[config.mk]
export PLATFORM = sky130hd
export DESIGN_NAME = fp_round_pack
export DESIGN_NICKNAME = d
export VERILOG_FILES = /design/src/rtl/fp_round_pack.sv
export SDC_FILE = /design/constraint.sdc
export NUM_CORES = 1
export LEC_CHECK = 0
export ABC_AREA = 1
export CORE_AREA = 2 2 107 109
export CTS_CLUSTER_DIAMETER = 100
export CTS_CLUSTER_SIZE = 25
export DETAILED_ROUTE_END_ITERATION = 10
export DIE_AREA = 0 0 109 111
export SLEW_MARGIN = 20
export SYNTH_ARGS = -nofsm -noshare
export SYNTH_HDL_FRONTEND = slang
export SYNTH_SLANG_ARGS = --single-unit
[constraint.sdc]
create_clock -name clk -period 5.6 [get_ports clk]
set_clock_uncertainty 0.15 [all_clocks]
set_input_delay 0.56 -clock clk [delete_from_list [all_inputs] [get_ports clk]]
set_output_delay 0.56 -clock clk [all_outputs]
set_load 0.1 [all_outputs]
[src/rtl/fp_round_pack.sv]
`default_nettype none
// ============================================================================
//  Module      : fp_round_pack
//  Description : Final rounding and packing stage of the FADD/FSUB datapath.
//                Takes the normalized sign/exponent/fraction, the GRS bits and
//                the special-case flags. Applies IEEE-754 rounding for the
//                RISC-V rounding mode, detects overflow, underflow and inexact,
//                and produces the packed binary32 result with its fflags.
//                Two-stage valid/ready pipeline. Full throughput is one result
//                per cycle with a latency of two cycles.
//
//  Ports
//    clk, reset                 clock and synchronous active-high reset
//    in_valid / in_ready        input handshake
//    in_sign, in_exp, in_mant   normalized sign, biased exponent, fraction
//    in_grs                     {guard, round, sticky}
//    in_underflow               normalizer exponent wrapped below zero
//    in_nan, in_invalid, in_inf special-case path controls
//    rm                         rounding mode (0 RNE,1 RTZ,2 RDN,3 RUP,4 RMM)
//    out_valid / out_ready      output handshake
//    out_result, out_fflags     packed result and {NV,DZ,OF,UF,NX}
//
//  Revision    : 1.0 - initial release
// ============================================================================
module fp_round_pack #(
    parameter logic [31:0] CANON_NAN = 32'h7FC0_0000
) (
    input  logic        clk,
    input  logic        reset,
    input  logic        in_valid,
    output logic        in_ready,
    input  logic        in_sign,
    input  logic [7:0]  in_exp,
    input  logic [22:0] in_mant,
    input  logic [2:0]  in_grs,
    input  logic        in_underflow,
    input  logic        in_nan,
    input  logic        in_invalid,
    input  logic        in_inf,
    input  logic [2:0]  rm,
    output logic        out_valid,
    input  logic        out_ready,
    output logic [31:0] out_result,
    output logic [4:0]  out_fflags
);

    localparam logic [2:0]  RM_RNE   = 3'd0;
    localparam logic [2:0]  RM_RTZ   = 3'd1;
    localparam logic [2:0]  RM_RDN   = 3'd2;
    localparam logic [2:0]  RM_RUP   = 3'd3;
    localparam logic [2:0]  RM_RMM   = 3'd4;
    localparam logic [30:0] MAG_INF  = 31'h7F80_0000;
    localparam logic [30:0] MAG_MAX  = 31'h7F7F_FFFF;

    // ------------------------------------------------------------------
    // Handshake
    // ------------------------------------------------------------------
    logic s1_valid_q, s1_valid_d;
    logic s2_valid_q, s2_valid_d;
    logic advance;

    // S2 can take a new bundle when it is empty or its result is leaving.
    // S1 can take a new bundle when it is empty or it is moving into S2.
    assign advance  = !s2_valid_q || out_ready;
    assign in_ready = advance || !s1_valid_q;

    // ------------------------------------------------------------------
    // Stage 1: register the bundle and decide the increment
    // ------------------------------------------------------------------
    logic        s1_sign_q,  s1_sign_d;
    logic [7:0]  s1_exp_q,   s1_exp_d;
    logic [22:0] s1_mant_q,  s1_mant_d;
    logic        s1_inex_q,  s1_inex_d;
    logic        s1_inc_q,   s1_inc_d;
    logic        s1_uflw_q,  s1_uflw_d;
    logic        s1_nan_q,   s1_nan_d;
    logic        s1_inv_q,   s1_inv_d;
    logic        s1_inf_q,   s1_inf_d;
    logic [2:0]  s1_rm_q,    s1_rm_d;

    logic in_inexact;
    logic in_inc;

    assign in_inexact = |in_grs;

    always_comb begin
        in_inc = 1'b0;
        case (rm)
            RM_RTZ:  in_inc = 1'b0;
            RM_RDN:  in_inc = in_sign & in_inexact;
            RM_RUP:  in_inc = !in_sign & in_inexact;
            RM_RMM:  in_inc = in_grs[2];
            // RNE, and the reserved encodings 5..7 fall back to RNE
            default: in_inc = in_grs[2] & (in_grs[1] | in_grs[0] | in_mant[0]);
        endcase
    end

    always_comb begin
        s1_valid_d = s1_valid_q;
        s1_sign_d  = s1_sign_q;
        s1_exp_d   = s1_exp_q;
        s1_mant_d  = s1_mant_q;
        s1_inex_d  = s1_inex_q;
        s1_inc_d   = s1_inc_q;
        s1_uflw_d  = s1_uflw_q;
        s1_nan_d   = s1_nan_q;
        s1_inv_d   = s1_inv_q;
        s1_inf_d   = s1_inf_q;
        s1_rm_d    = s1_rm_q;
        if (in_ready) begin
            s1_valid_d = in_valid;
            if (in_valid) begin
                s1_sign_d = in_sign;
                s1_exp_d  = in_exp;
                s1_mant_d = in_mant;
                s1_inex_d = in_inexact;
                s1_inc_d  = in_inc;
                s1_uflw_d = in_underflow;
                s1_nan_d  = in_nan;
                s1_inv_d  = in_invalid;
                s1_inf_d  = in_inf;
                s1_rm_d   = rm;
            end
        end
    end

    // ------------------------------------------------------------------
    // Stage 2: apply the increment and pack
    // ------------------------------------------------------------------
    logic [30:0] sum;
    logic        ovf;
    logic        uf;
    logic [30:0] ovf_mag;
    logic [31:0] pack_result;
    logic [4:0]  pack_fflags;
    logic [31:0] out_result_q, out_result_d;
    logic [4:0]  out_fflags_q, out_fflags_d;

    // Adding across the whole {exp, frac} field lets a fraction carry ripple
    // into the exponent: subnormal all-ones becomes exp=1, frac all-ones
    // bumps the exponent. An input exponent of FF is caught by ovf directly,
    // so the dropped carry out of bit 30 never matters.
    assign sum = {s1_exp_q, s1_mant_q} + 31'(s1_inc_q);
    assign ovf = (sum[30:23] == 8'hFF) || (s1_exp_q == 8'hFF);
    assign uf  = ((s1_exp_q == 8'h00) && s1_inex_q) || s1_uflw_q;

    // Overflow magnitude: directed modes saturate to max-finite when the
    // rounding direction points toward zero for this sign.
    always_comb begin
        ovf_mag = MAG_INF;
        case (s1_rm_q)
            RM_RTZ:  ovf_mag = MAG_MAX;
            RM_RDN:  ovf_mag = s1_sign_q ? MAG_INF : MAG_MAX;
            RM_RUP:  ovf_mag = s1_sign_q ? MAG_MAX : MAG_INF;
            default: ovf_mag = MAG_INF;
        endcase
    end

    always_comb begin
        pack_result = {s1_sign_q, sum};
        pack_fflags = {3'b000, uf, s1_inex_q};
        if (s1_nan_q) begin
            pack_result = CANON_NAN;
            pack_fflags = {s1_inv_q, 4'b0000};
        end else if (s1_inf_q) begin
            pack_result = {s1_sign_q, MAG_INF};
            pack_fflags = 5'b00000;
        end else if (s1_uflw_q) begin
            pack_result = {s1_sign_q, 31'd0};
            pack_fflags = 5'b00011;
        end else if (ovf) begin
            pack_result = {s1_sign_q, ovf_mag};
            pack_fflags = {2'b00, 1'b1, uf, 1'b1};
        end
    end

    always_comb begin
        s2_valid_d   = s2_valid_q;
        out_result_d = out_result_q;
        out_fflags_d = out_fflags_q;
        if (advance) begin
            s2_valid_d = s1_valid_q;
            if (s1_valid_q) begin
                out_result_d = pack_result;
                out_fflags_d = pack_fflags;
            end
        end
    end

    // ------------------------------------------------------------------
    // State registers
    // ------------------------------------------------------------------
    always_ff @(posedge clk) begin
        if (reset) begin
            s1_valid_q   <= 1'b0;
            s2_valid_q   <= 1'b0;
            s1_sign_q    <= 1'b0;
            s1_exp_q     <= 8'd0;
            s1_mant_q    <= 23'd0;
            s1_inex_q    <= 1'b0;
            s1_inc_q     <= 1'b0;
            s1_uflw_q    <= 1'b0;
            s1_nan_q     <= 1'b0;
            s1_inv_q     <= 1'b0;
            s1_inf_q     <= 1'b0;
            s1_rm_q      <= 3'd0;
            out_result_q <= 32'd0;
            out_fflags_q <= 5'd0;
        end else begin
            s1_valid_q   <= s1_valid_d;
            s2_valid_q   <= s2_valid_d;
            s1_sign_q    <= s1_sign_d;
            s1_exp_q     <= s1_exp_d;
            s1_mant_q    <= s1_mant_d;
            s1_inex_q    <= s1_inex_d;
            s1_inc_q     <= s1_inc_d;
            s1_uflw_q    <= s1_uflw_d;
            s1_nan_q     <= s1_nan_d;
            s1_inv_q     <= s1_inv_d;
            s1_inf_q     <= s1_inf_d;
            s1_rm_q      <= s1_rm_d;
            out_result_q <= out_result_d;
            out_fflags_q <= out_fflags_d;
        end
    end

    assign out_valid  = s2_valid_q;
    assign out_result = out_result_q;
    assign out_fflags = out_fflags_q;

endmodule
`default_nettype wire

## Yosys cells after proc, flatten, opt, wreduce, memory -nomap -nowiden

Cells that the tools add are included.

- Add/subtract/negate cells: 1
- Eq/ne operators: 9
- Muxes and demuxes: 12
- Bitwise operators: 5
- Reductions and logical operators: 12

Operators by type and width:

| operator | count |
|---|---|
| $mux W31 | 3 |
| $pmux W24 S3 | 1 |
| $mux W24 | 2 |
| $mux W32 | 1 |
| $add A31 B1 Y31 | 1 |
| $eq A8 B8 Y1 const B | 2 |
| $eq A3 B2 Y1 const B | 4 |
| $mux W3 | 3 |
| $logic_not A8 Y1 | 1 |
| $eq A3 B1 Y1 const B | 2 |
| $mux W5 | 1 |
| $logic_or A1 B1 Y1 | 4 |
| $pmux W1 S4 | 1 |
| $reduce_and A2 Y1 | 2 |
| $and A1 B1 Y1 | 3 |
| $eq A3 B3 Y1 const B | 1 |
| $logic_not A1 Y1 | 3 |
| $reduce_or A3 Y1 | 1 |
| $or A1 B1 Y1 | 2 |
| $logic_and A1 B1 Y1 | 1 |

- Bits in registers: 80
- Input port bits: 46
- Output and inout bits: 39
- Logic and storage cells: 53

## Depth between registers and ports, before layout

Gate-level depths: netlist (run 1).

- Depth after elaboration: 7
- Mapped depth: 18

## Least setup slack after synthesis (run 1)

Ideal clock, no wire load.

- Path kind: reg-to-reg
- Start: reg s2_valid_q (netlist: out_valid)
- End: reg s1_valid_q
- Library setup time: 0.160 ns
- Arrival: 3.018 ns
- Data required time: 5.290 ns
- Slack: 2.271 ns
- Cell stages (with the launch flop): 6
- Buffers on the path: 2
- Period minus slack after synthesis: 3.329 ns
- Cells stage by stage: dfxtp_1 > nand3_1 > nand2_1 > clkbuf_1 > clkbuf_1 > a21oi_1

- Word-level cells in the longest chain between the ends: 3

RTL lines:

| element | RTL line | text |
|---|---|---|
| start: declaration | 59 | `logic s2_valid_q, s2_valid_d;` |
| start signal: assignment | 211 | `s2_valid_q <= s2_valid_d;` |
| $logic_not A1 Y1 | 64 | `assign advance = !s2_valid_q \|\| out_ready;` |
| $logic_or A1 B1 Y1 | 64 |  |
| $logic_or A1 B1 Y1 | 65 | `assign in_ready = advance \|\| !s1_valid_q;` |
| named net in_ready | 31 | `output logic in_ready,` |
| end signal: assignment | 210 | `s1_valid_q <= s1_valid_d;` |
| end: declaration | 58 | `logic s1_valid_q, s1_valid_d;` |

The timed path passes the listed nets, and every way through them passes these cells.
A chain may end at the register's enable or synchronous reset.

## Worst setup path after layout (run 1)

- Start: in out_ready
- End: out in_ready

- Word-level cells in the longest chain between the ends: 2

RTL lines:

| element | RTL line | text |
|---|---|---|
| start: declaration | 42 | `input logic out_ready,` |
| $logic_or A1 B1 Y1 | 64 |  |
| $logic_or A1 B1 Y1 | 65 |  |
| end: declaration | 31 |  |

No other way between the ends.

==> impl_metrics.json, run 1 <==
{
  "antenna_found_initial": 0,
  "synth_top_family_by_area": "simple AND/OR/NAND/NOR gates",
  "crit_chain": "clkdlybuf4s50_1 -> inv_1 -> nand3_1 -> clkdlybuf4s50_1",
  "crit_path_frequent_cell": "clkdlybuf4s50_1",
  "cp.required_ps": 4890,
  "io_pins": 85,
  "clkSlewWorstSetupHoldPaths_ps": 60,
  "synthesis.nets": 614,
  "end_kind": "primary output",
  "drt_iter0_drc": 134,
  "ys_top_cells_by_area": "dfxtp_1 (37%), nand3_2 (9.1%), nand2_1 (9.0%), nor2_1 (6.8%), o21ai_0 (6.8%)",
  "synthSimpleGateAreaFrac_pct": 35.7,
  "timing.rr.start": "s1_mant_q[0]",
  "drt-wirelength-per-cell_um": 13.8,
  "crit_family": "buffers and inverters",
  "cp.arrival_ps": 2310,
  "hp-start": "out_fflags[0]",
  "slew_violations": 0,
  "peakVddDrop_uv": 112,
  "clock_latency_ps": 340,
  "synthArstFlopShare_pct": 0,
  "synth_edf_count": 0,
  "cts.htree.levels": 3,
  "place_hpwl_um": 8300,
  "root_buffer": "clkbuf_16",
  "ant_nets": 0,
  "gp_congestion": 0.847,
  "r2r_cells": 15,
  "rrSetupSlack_ps": 2730,
  "cts_resized": 0,
  "synth-xor-area-share_pct": 4.49,
  "drt_wl_total_um": 10900,
  "rows": 39,
  "grt_max_degree": 59,
  "syn2layout_area_growth_pct": 27.5,
  "stdcell_count": 784,
  "finalSetupTns_ps": 0,
  "hold_path_depth": 2,
  "ys.flop_type": "dfxtp_1",
  "p_per_area_nw_per_um2": 267,
  "final-setup-viol-count": 0,
  "critPathLaunchType": "input port",
  "cpPeakStageDelay_ps": 1150,
  "synthDistinctLibCells": 35,
  "critPathBufInv": 3,
  "vias": 3829,
  "dieArea_um2": 12100,
  "synth_mux_area_share_pct": 0,
  "grtUsageTotal_pct": 19.3,
  "diodes": 0,
  "drc": 0,
  "period_share_pct": 53.9,
  "maxSlewHeadroom_pct": 34.2,
  "hold_path.class": "reg2reg",
  "netlist_instances": 566,
  "numCtsBuffers": 9,
  "yosysTopAreaCellShare_pct": 36.8,
  "synth_area_um2": 4300,
  "status": "finished, final reports clean",
  "synth_largest_area_cell": "dfxtp_1",
  "cp_max_fo": 3,
  "core_um2": 11100,
  "ys_seq_area_share_pct": 36.8,
  "synth_fa_ha_area_share_pct": 0.583,
  "viasPerCell": 4.88,
  "worst_pin_slew_ps": 984,
  "grt_pass1_vias": 3535,
  "final_cell_mix": "nand2_1 (103), clkdlybuf4s50_1 (83), dfxtp_1 (79)",
  "synth-compound-area-share_pct": 15.5,
  "cts_sinks": 79,
  "critPathKind": "in2out",
  "fp.dieW_um": 109,
  "clk_path_buf_depth": 2,
  "post_cts_buffers": 0,
  "fin_crit_ps": 3020,
  "holdBufCountCts": 0,
  "first_pass_iters": 4,
  "start_util_pct": 38.8,
  "syn-mean-instance-area_um2": 7.59,
  "ys_ff_latch": 79,
  "cap_violations": 0,
  "rsz0062_at_grt": "false",
  "nets": 684,
  "die_h_um": 111,
  "hold_violations": 0,
  "grt_first_pass_wirelength_um": 17900,
  "fmax_mhz": 332,
  "crit_slowest_cell": "clkdlybuf4s50_1",
  "final_layout_size_suffix_gt1_share_pct": 17.3,
  "cts_tree": "yes",
  "utilization_pct": 49.4,
  "io_buffers": 83,
  "yosysWarnings": 0,
  "grt_overflow": 0,
  "r2r_end": "out_result[17]",
  "hold_end": "out_fflags[0]",
  "dp_cells": 768,
  "leakage_nw": 2.05,
  "final_common_cell": "nand2_1"
}
## worst max path at each step
stage	start	end	slack (ps)	cells after the start
global route	out_ready	s1_inc_q	2440	8
global placement	out_ready	s1_inc_q	2540	8
floorplan	out_valid	s1_valid_q	2270	5
finish	out_ready	in_ready	2580	4
detailed placement	out_ready	s1_inc_q	2440	8
CTS	out_ready	in_ready	2570	4
## flip-flops by register name, indices dropped and copies added (netlist names)
name        cells
out_result     32
s1_mant_q      23
s1_exp_q        8
out_fflags      4
s1_rm_q         3
out_valid       1
s1_inc_q        1
s1_inex_q       1
s1_inf_q        1
s1_inv_q        1
s1_nan_q        1
s1_sign_q       1
s1_uflw_q       1
s1_valid_q      1
## power by group
part           internal [W]  leakage, nW  switching [W]
Sequential         0.000594        0.650      0.0000293
Combinational     0.0000882         1.26       0.000168
Clock              0.000357        0.140       0.000227
Total               0.00104         2.05       0.000424
## cells in the mapped netlist, types with 2 or more instances
cell type / count
nor2_1: 78
nand2_1: 103
ha_1: 2
inv_2: 3
nor2_2: 4
buf_8: 2
nor2_4: 11
clkbuf_1: 19
nand3_1: 23
a21oi_1: 33
xor2_1: 12
buf_2: 2
nand2_8: 2
a21oi_2: 20
nand2_4: 3
clkinv_1: 3
buf_6: 3
nor3_1: 5
xnor2_1: 10
nand2_2: 8
inv_1: 30
nand3_2: 39
o21ai_0: 58
nand4_1: 4
dfxtp_1: 79
## worst register-to-register path: stages (launching register included)
cell and delay [ps]:
dfxtp_1 340, ha_1 180, ha_1 200, nand2_1 100
nor2_4 160, nand2_4 110, nor2_2 200, nand3_1 100
nand2_1 140, nand2_1 100, nor2_4 140, nand2_8 180
nand2_8 160, nand2_4 240, nand3_1 170, a21oi_1 70
## stage by stage
step | setup WS [ps] | hold WS (ps) | power (W) | instance area (um^2)
4_1_cts | 2570 | 317 | 0.00148 | 5470
2_1_floorplan | 2270 | 294 | 0.000809 | 4300
6_report | 2580 | 314 | 0.00146 | 5480
3_5_place_dp | 2440 | 307 | 0.000892 | 5180
3_3_place_gp | 2540 | 304 | 0.000889 | 5180
5_1_grt | 2440 | 335 | 0.00153 | 5480
## logic make-up (layout without fill, tap and decap cells)
family	Yosys count	count (layout)
and+or+nand+nor	282	282
AOI/OAI and AO/OA	116	116
DFF	79	79
buffers and inverters	64	139
xor gates and xnor gates	22	22
adders and majority gates	2	2
other	1	1
## per-layer routing
| layer | up-vias | GRT usage, % | wire length (um) |
|---|---|---|---|
| li1 | 1993 | - | - |
| met5 | - | 0 | 0 |
| met2 | 85 | 30.0 | 5100 |
| met4 | 0 | 8.03 | 232 |
| met3 | 17 | 2.94 | 480 |
| met1 | 1734 | 26.4 | 5040 |
## layout make-up
type	count	area (um^2)
multi-input combinational	423	2430
inverter	36	135
clock buffer	13	250
fill	1127	5600
tap	143	179
clock inverter	3	42.5
timing repair buffer	87	861
sequential	79	1580
Power figures use the tool's default switching activity.
==> run 2: changes to the inputs <==
--- a/config.mk
+++ b/config.mk
@@ -11,6 +11,7 @@
 export CTS_CLUSTER_SIZE = 25
 export DETAILED_ROUTE_END_ITERATION = 10
 export DIE_AREA = 0 0 109 111
+export PLACE_DENSITY = 0.66
 export SLEW_MARGIN = 20
 export SYNTH_ARGS = -nofsm -noshare
 export SYNTH_HDL_FRONTEND = slang
==> constraint.sdc (replaced) <==
create_clock -name clk -period 2.7 [get_ports clk]
set_clock_uncertainty 0.15 [all_clocks]
set_input_delay 0.27 -clock clk [delete_from_list [all_inputs] [get_ports clk]]
set_output_delay 0.27 -clock clk [all_outputs]
set_load 0.1 [all_outputs]
==> run 2 against run 1 <==
Compared with the run above:
- sequential share of layout area fell by 0.35 points
- highest routed layer unchanged
- cell count up 1.0%
- die area is the same
- critical path type is now reg2reg
==> impl_metrics.json, run 2 (synthesis results as in run 1) <==
{
  "rows": 39,
  "status": "finished, final reports clean",
  "antenna_found_initial": 0,
  "core_um2": 11100,
  "cp.arrival_ps": 2570,
  "root_buffer": "clkbuf_16",
  "fin_crit_ps": 2520,
  "syn2layout_area_growth_pct": 29.1,
  "first_pass_iters": 4,
  "cp.required_ps": 2750,
  "io_pins": 85,
  "clock_latency_ps": 330,
  "die_h_um": 111,
  "rsz0062_at_grt": "false",
  "hold_path.class": "reg2reg",
  "grt_pass1_vias": 3848,
  "place_hpwl_um": 8720,
  "cts_tree": "yes",
  "power_w": 0.00326,
  "viasPerCell": 4.96,
  "cp_max_fo": 23,
  "holdBufCountCts": 0,
  "peakVddDrop_uv": 345,
  "final_cell_mix": "nand2_1 (103), dfxtp_1 (79), nor2_1 (78)",
  "finalSetupTns_ps": 0,
  "timing.hold.ws_ps": 318,
  "drt_iter0_drc": 196,
  "vias": 3925,
  "dieArea_um2": 12100,
  "utilization_pct": 50.1,
  "drc": 0,
  "drt-wirelength-per-cell_um": 14.5,
  "cap_violations": 0,
  "final_common_cell": "nand2_1",
  "nets": 692,
  "fmax_mhz": 397,
  "p_per_area_nw_per_um2": 589,
  "cts.htree.levels": 3,
  "grt_first_pass_wirelength_um": 18900,
  "grtUsageTotal_pct": 19.8,
  "clkSlewWorstSetupHoldPaths_ps": 60,
  "final-setup-viol-count": 0,
  "fill_cells": 1064,
  "grt_max_degree": 55,
  "fp.dieW_um": 109,
  "drt_wl_total_um": 11500,
  "critPathKind": "reg2reg",
  "gp_congestion": 0.864,
  "io_buffers": 83,
  "critPathLaunchType": "flip-flop",
  "diodes": 0,
  "period_share_pct": 93.4,
  "ant_nets": 0,
  "final_layout_size_suffix_gt1_share_pct": 24.5,
  "clk_path_buf_depth": 2,
  "cts_sinks": 79,
  "end_kind": "flip-flop",
  "hold_violations": 0,
  "leakage_nw": 2.19,
  "start_util_pct": 38.8,
  "grt_overflow": 0,
  "numCtsBuffers": 9,
  "slew_violations": 0,
  "largest_reg_flops": 32
}
==> run 2: per-stage QoR <==
step / setup WS (ps) / instances / area [um^2]
after floorplan: 64.0 / 566 / 4310
after global placement: 145 / 775 / 5170
after detailed placement: 65.7 / 775 / 5170
after CTS: 55.9 / 791 / 5520
after global routing: 4.94 / 792 / 5540
final: 179 / 792 / 5540
==> run 2: final timing paths <==
path,end,slack (ps),cells past startpoint,from
worst max register to register,out_result[16],180,17,s1_inc_q
worst min-delay path,out_fflags[1],320,2,out_fflags[1]
worst max-delay path,out_result[16],180,17,s1_inc_q
worst min register to register,out_fflags[1],320,2,out_fflags[1]
==> run 2: per-layer routing <==
layer | part of all wire [%] | vias up | GRT usage [%]
met3 | 3.8 | 10 | 3.17
li1 | - | 2010 | -
met2 | 47 | 94 | 32.2
met4 | 1.4 | 0 | 5.47
met1 | 47 | 1811 | 26.8
met5 | 0 | - | 0
==> run 2: repair_timing <==
action,CTS,global route
setup buffers,0,1
setup endpoints to repair,0,23
resized for setup,0,3
==> run 2: area by class of cell <==
class | count | area, um^2 | area share (%)
clock buffer | 11 | 243 | 4.38
timing repair buffer | 95 | 851 | 15.3
tap | 143 | 179 | 3.23
inverter | 36 | 135 | 2.44
multi-input combinational | 423 | 2450 | 44.2
clock inverter | 5 | 104 | 1.87
sequential | 79 | 1580 | 28.5
==> run 2: critical path, cell delays in order, from the launching register on <==
cell and delay (ps):
dfxtp_1 340, ha_1 170, ha_2 190, nand2_1 90, nor2_4 180, nand2_4 110, nor2_4 140, nand2_1 60
nand2_1 50, nand2_1 70, inv_2 70, nand2_2 60, nor2_4 160, nand2_8 80, nand2_8 100, nand2_8 160
nand3_1 130, a21oi_1 70
==> run 2: report_power, final <==
| group | total [W] | switching (W) | internal (W) | leakage, nW |
|---|---|---|---|---|
| clock network | 0.00143 | 0.000498 | 0.000931 | 0.170 |
| registers | 0.00130 | 0.0000656 | 0.00123 | 0.650 |
| logic | 0.000538 | 0.000355 | 0.000183 | 1.37 |
==> run 3: changes to the inputs <==
--- a/config.mk
+++ b/config.mk
@@ -7,12 +7,11 @@
 export LEC_CHECK = 0
 export ABC_AREA = 1
 export CORE_AREA = 2 2 107 109
-export CTS_CLUSTER_DIAMETER = 100
+export CTS_CLUSTER_DIAMETER = 60
 export CTS_CLUSTER_SIZE = 25
 export DETAILED_ROUTE_END_ITERATION = 10
 export DIE_AREA = 0 0 109 111
 export PLACE_DENSITY = 0.66
-export SLEW_MARGIN = 20
 export SYNTH_ARGS = -nofsm -noshare
 export SYNTH_HDL_FRONTEND = slang
 export SYNTH_SLANG_ARGS = --single-unit
==> results of run 3 <==
No change in the layout: final DEF, timing and power equal those of run 2.
